$ cat src/rtl/codec_biterr_acc.sv
// rtl/codec_biterr_acc.sv - 3-stage pipelined bit-error popcount with per-word or per-frame saturating totals
module codec_biterr_acc #(
    parameter int pDAT_W = 36,
    parameter int pERR_W = 16,
    parameter int pMODE  = 1
) (
    input  logic              iclk,
    input  logic              ireset,
    input  logic              iclkena,
    input  logic              ival,
    input  logic              isop,
    input  logic              ieop,
    input  logic [pDAT_W-1:0] ibiterr,
    output logic              oval,
    output logic              osop,
    output logic              oeop,
    output logic [pERR_W-1:0] oerr,
    output logic              osat,
    output logic              onosop
);

    localparam int WS = $clog2(pDAT_W + 1);
    localparam int NG = (pDAT_W + 5) / 6;
    localparam int PW = NG * 6;

    generate
        if (pDAT_W < 1 || pDAT_W > 256) begin : g_bad_dat_w
            $error("codec_biterr_acc: pDAT_W out of range 1..256");
        end
        if (pERR_W < WS) begin : g_bad_err_w
            $error("codec_biterr_acc: pERR_W narrower than clog2(pDAT_W+1)");
        end
    endgenerate

    // Stage 1: 6-bit group popcounts, last group zero-padded
    logic [PW-1:0] pad;
    logic [2:0]    grp_next [NG];
    logic [2:0]    s1_cnt   [NG];
    logic          s1_val, s1_sop, s1_eop;

    assign pad = PW'(ibiterr);

    always_comb begin
        for (int g = 0; g < NG; g++) begin
            grp_next[g] = '0;
            for (int b = 0; b < 6; b++) begin
                grp_next[g] = grp_next[g] + 3'(pad[g*6+b]);
            end
        end
    end

    always_ff @(posedge iclk) begin
        if (ireset) begin
            s1_val <= 1'b0;
            s1_sop <= 1'b0;
            s1_eop <= 1'b0;
            for (int g = 0; g < NG; g++) s1_cnt[g] <= '0;
        end else if (iclkena) begin
            s1_val <= ival;
            s1_sop <= ival & isop;
            s1_eop <= ival & ieop;
            for (int g = 0; g < NG; g++) s1_cnt[g] <= grp_next[g];
        end
    end

    // Stage 2: word sum
    logic [WS-1:0] word_next;
    logic [WS-1:0] s2_sum;
    logic          s2_val, s2_sop, s2_eop;

    always_comb begin
        word_next = '0;
        for (int g = 0; g < NG; g++) word_next = word_next + WS'(s1_cnt[g]);
    end

    always_ff @(posedge iclk) begin
        if (ireset) begin
            s2_val <= 1'b0;
            s2_sop <= 1'b0;
            s2_eop <= 1'b0;
            s2_sum <= '0;
        end else if (iclkena) begin
            s2_val <= s1_val;
            s2_sop <= s1_sop;
            s2_eop <= s1_eop;
            s2_sum <= word_next;
        end
    end

    // Stage 3
    generate
        if (pMODE == 0) begin : g_word
            always_ff @(posedge iclk) begin
                if (ireset) begin
                    oval   <= 1'b0;
                    osop   <= 1'b0;
                    oeop   <= 1'b0;
                    oerr   <= '0;
                    osat   <= 1'b0;
                    onosop <= 1'b0;
                end else if (iclkena) begin
                    oval   <= s2_val;
                    osop   <= s2_sop;
                    oeop   <= s2_eop;
                    oerr   <= pERR_W'(s2_sum);
                    osat   <= 1'b0;
                    onosop <= 1'b0;
                end
            end
        end else begin : g_frame
            logic [pERR_W-1:0] acc;
            logic              open, sat, nosop;
            logic [pERR_W-1:0] base;
            logic [pERR_W:0]   run_ext;
            logic [pERR_W-1:0] run;
            logic              ovf, sat_now, nosop_now;

            // A sop word always restarts from zero, discarding any open frame
            always_comb begin
                base      = s2_sop ? '0 : acc;
                run_ext   = {1'b0, base} + (pERR_W+1)'(s2_sum);
                ovf       = run_ext[pERR_W];
                run       = ovf ? '1 : run_ext[pERR_W-1:0];
                sat_now   = (s2_sop ? 1'b0 : sat) | ovf;
                nosop_now = s2_sop ? 1'b0 : (nosop | ~open);
            end

            always_ff @(posedge iclk) begin
                if (ireset) begin
                    acc    <= '0;
                    open   <= 1'b0;
                    sat    <= 1'b0;
                    nosop  <= 1'b0;
                    oval   <= 1'b0;
                    osop   <= 1'b0;
                    oeop   <= 1'b0;
                    oerr   <= '0;
                    osat   <= 1'b0;
                    onosop <= 1'b0;
                end else if (iclkena) begin
                    oval <= 1'b0;
                    if (s2_val) begin
                        if (s2_eop) begin
                            oval   <= 1'b1;
                            osop   <= 1'b1;
                            oeop   <= 1'b1;
                            oerr   <= run;
                            osat   <= sat_now;
                            onosop <= nosop_now;
                            acc    <= '0;
                            open   <= 1'b0;
                            sat    <= 1'b0;
                            nosop  <= 1'b0;
                        end else begin
                            acc   <= run;
                            open  <= open | s2_sop;
                            sat   <= sat_now;
                            nosop <= nosop_now;
                        end
                    end
                end
            end
        end
    endgenerate

endmodule

$ cat config.mk
export PLATFORM = sky130hd
export DESIGN_NAME = codec_biterr_acc
export DESIGN_NICKNAME = d
export VERILOG_FILES = /design/src/rtl/codec_biterr_acc.sv
export SDC_FILE = /design/constraint.sdc
export NUM_CORES = 1
export LEC_CHECK = 0
export ABC_AREA = 0
export ABC_CLOCK_PERIOD_IN_PS = 3600
export BUFFER_PORTS_ARGS = -buffer_cell sky130_fd_sc_hd__clkbuf_2
export CAP_MARGIN = 30
export CORE_ASPECT_RATIO = 0.6
export CORE_MARGIN = 2
export CORE_UTILIZATION = 57
export CTS_CLUSTER_SIZE = 8
export DETAILED_ROUTE_END_ITERATION = 10
export PLACE_DENSITY = 0.88
export SLEW_MARGIN = 20
export SYNTH_ARGS = -nofsm -noshare
export SYNTH_HDL_FRONTEND = slang
export SYNTH_SLANG_ARGS = --single-unit
$ cat constraint.sdc
create_clock -name iclk -period 3.6 [get_ports iclk]
set_input_delay 0 -clock iclk [delete_from_list [all_inputs] [get_ports iclk]]
set_output_delay 0 -clock iclk [all_outputs]
set_load 0.05 [all_outputs]
==> results.tsv <==
metric	value	unit
status	completed	
grt_max_degree	46	
power_density	482.0	mW/mm²
cts-resized-gates	0	
hold_violations	0	
ys.flop_type	dfxtp_1	
ys_ff_latch	69	
wl_per_cell	15.06	µm
syn_avg_cell_area	9.899	µm²
die_w	112.8	µm
p_sw_share	27.83	%
multi_input_area	0.002207	mm²
netlist_area	0.004049	mm²
rows	23	
p_leak	2.148	nW
post-cts-setup-buffers	0	
crit_type	reg2reg	
drv_cap	0	
grt_pass1_vias	3065	
power_report.internal_total	1.656	mW
cts_max_level	3	
ant_nets	0	
antenna_cells	0	
synth_top_cell_area_share	25.22	%
final_max_slew_viol_count	0	
critPathCaptureType	flop	
power	2.294	mW
yosysTopAreaCell	dfxtp_1	
crit_arrival	3370	ps
worstSetupStartpointType	flop	
power_frac_comb	22.5	%
cts_sinks	69	
drc	0	
grt_pass1_wl	14670	µm
post-route-period-util	87.38	%
gp_routability_congestion	0.9132	
drt_pre_antenna_iters	5	
nFillCells	495	
hold_buffers	5	
cts_tree	built	
crit_path_max_fanout	2	
worstMarginPinSlew	926.5	ps
async_reset_ff_share	0	%
track_usage	23.60	%
period_needed	3146	ps
synth_edf_count	18	
setup_violations	0	
clockRootBuffer	clkbuf_16	
dp_hpwl	6324	µm
drive_gt1_share	21.43	%
synth.yosys.seq_area_share	38.57	%
yosys_warnings	0	
finClkSkew	7.499	ps
die_area	0.007816	mm²
seq_area	0.001562	mm²
insertion_delay	330	ps
synthTopCellsByCount	dfxtp_1, inv_1, nor2_1	
drtIter0Drc	264	
vias	3080	
synthesis.nets	497	
cts_buffer_depth	2	
antenna_found_initial	0	
cts_buffers	9	
final_nets	559	
yosys-top-cells-area	dfxtp_1, fa_1, edfxtp_1	
fin_setup_tns	0	ps
post_drt_via_cell_ratio	5.471	
clk_pin_slew	60	ps
yosysMostFrequentCell	dfxtp_1	
initial_core_util	59.87	%
p_seq_share	38.6	%
core_area	0.006763	mm²
portBuffers	62	
synthDistinctLibCells	56	
max_freq	0.3179	GHz
max_slew_margin	38.23	%
top_level_ports	63	
die_h	69.29	µm
ir_drop	0.3392	mV
power_switching	0.6384	mW
area_growth	17.55	%
min_path_type	in2reg	
required	3830	ps
pwr-share-clk	38.9	%
grt-ovfl-total	0	
routed_wl	8480	µm
rsz0062_at_grt	false	
synthCells	409	
kinds of logic (layout without fill, tap and decap cells):
family                   Yosys count  after routing  share of synthesized area (%)
AND/OR/NAND/NOR                  136            136                          18.14
adder cells (fa/ha/maj)           46             46                          19.96
multiplexers                       8              8                          1.978
flip-flops                        69             69                          38.57
AO/OA/AOI/OAI                     71             71                          12.05
buffers and inverters             68            135                          6.922
XOR/XNOR                          11             11                          2.379
layer usage:
layer	wire [µm]	share of wire, %	track usage [%]	vias up
met1	3918	46	35.03	1464
li1	-	-	-	1488
met5	0	0	0	-
met4	84	0.99	4.201	0
met3	618	7.3	6.119	12
met2	3858	45	35.46	116
sequential cells by signal (all words and copies together), names as in the netlist:
name / flops
s1_sop: 1
oeop: 1
oerr: 16
s1_cnt: 18
s2_val: 1
g_frame.sat: 1
osat: 1
s2_eop: 1
onosop: 1
s2_sop: 1
s1_val: 1
oval: 1
g_frame.open: 1
s2_sum: 6
g_frame.nosop: 1
g_frame.acc: 16
s1_eop: 1
cell usage in the layout (no fill, tap or decap), drive strengths merged, types with 2 or more instances in the layout:
| master | n |
|---|---|
| a31oi | 2 |
| edfxtp | 18 |
| fa | 31 |
| nand4 | 3 |
| nand2b | 8 |
| o21a | 3 |
| nor2b | 9 |
| or2 | 2 |
| nand3 | 8 |
| a21o | 3 |
| dfxtp | 51 |
| xor2 | 5 |
| o311ai | 2 |
| o22ai | 4 |
| o21ai | 17 |
| nor3 | 12 |
| a311oi | 3 |
| a21oi | 16 |
| nand2 | 17 |
| inv | 49 |
| o21bai | 2 |
| dlygate4sd3 | 5 |
| mux2i | 8 |
| a211oi | 8 |
| buf | 2 |
| xnor2 | 6 |
| o22a | 2 |
| a22o | 2 |
| and2 | 18 |
| o211ai | 2 |
| nand3b | 2 |
| ha | 15 |
| and3 | 6 |
| nor2 | 49 |
| clkbuf | 77 |
final timing paths:
path | from | to | slack (ps) | cells after the start
worst max-delay path | s1_cnt[1][2]$_SDFFCE_PN0P_ | s2_sum[4]$_SDFFE_PP0P_ | 450 | 10
worst min-delay path | ibiterr[2] | s1_cnt[0][0]$_SDFFCE_PN0P_ | 70 | 3
worst max register to register | s1_cnt[1][2]$_SDFFCE_PN0P_ | s2_sum[4]$_SDFFE_PP0P_ | 450 | 10
worst min register to register | g_frame.acc[4]$_SDFFE_PP0P_ | g_frame.acc[4]$_SDFFE_PP0P_ | 440 | 2
cell type report:
| type | instances | area share [%] |
|---|---|---|
| well taps | 87 | 2.287 |
| clock buffers | 13 | 5.468 |
| repair buffers | 71 | 8.360 |
| multi-input cells | 272 | 46.37 |
| clock inverters | 3 | 0.9201 |
| inverters | 48 | 3.785 |
| flip-flops and latches | 69 | 32.81 |
power groups by stage:
stage	combinational (mW)	sequential, mW	clock, mW
floorplan	0.358	0.890	0
global placement	0.457	0.895	0
detailed placement	0.508	0.901	0
CTS	0.519	0.885	0.902
global route	0.595	0.890	0.944
finish	0.516	0.885	0.893
worst max-delay path, cell delays in order, from the launching register on:
cell and delay, ps:
edfxtp_1 410, fa_1 530, inv_1 60, fa_1 510
fa_1 490, inv_1 70, ha_1 170, inv_1 60
fa_1 370, xnor2_1 140, a211oi_1 230
per-stage QoR:
step / instance area [µm²] / cells / util (%) / setup WS, ps / hold slack (ps)
after floorplan: 4049 / 409 / - / 636.4 / 147.2
after detailed placement: 4375 / 539 / 64.70 / 442.7 / 270.0
after CTS: 4730 / 560 / 69.94 / 443.7 / 69.48
after global placement: 4375 / 539 / 64.70 / 583.4 / 268.2
after global routing: 4760 / 563 / 70.38 / 300.6 / 75.77
final: 4760 / 563 / 70.38 / 454.3 / 68.29
Power figures use the tool's default switching activity.
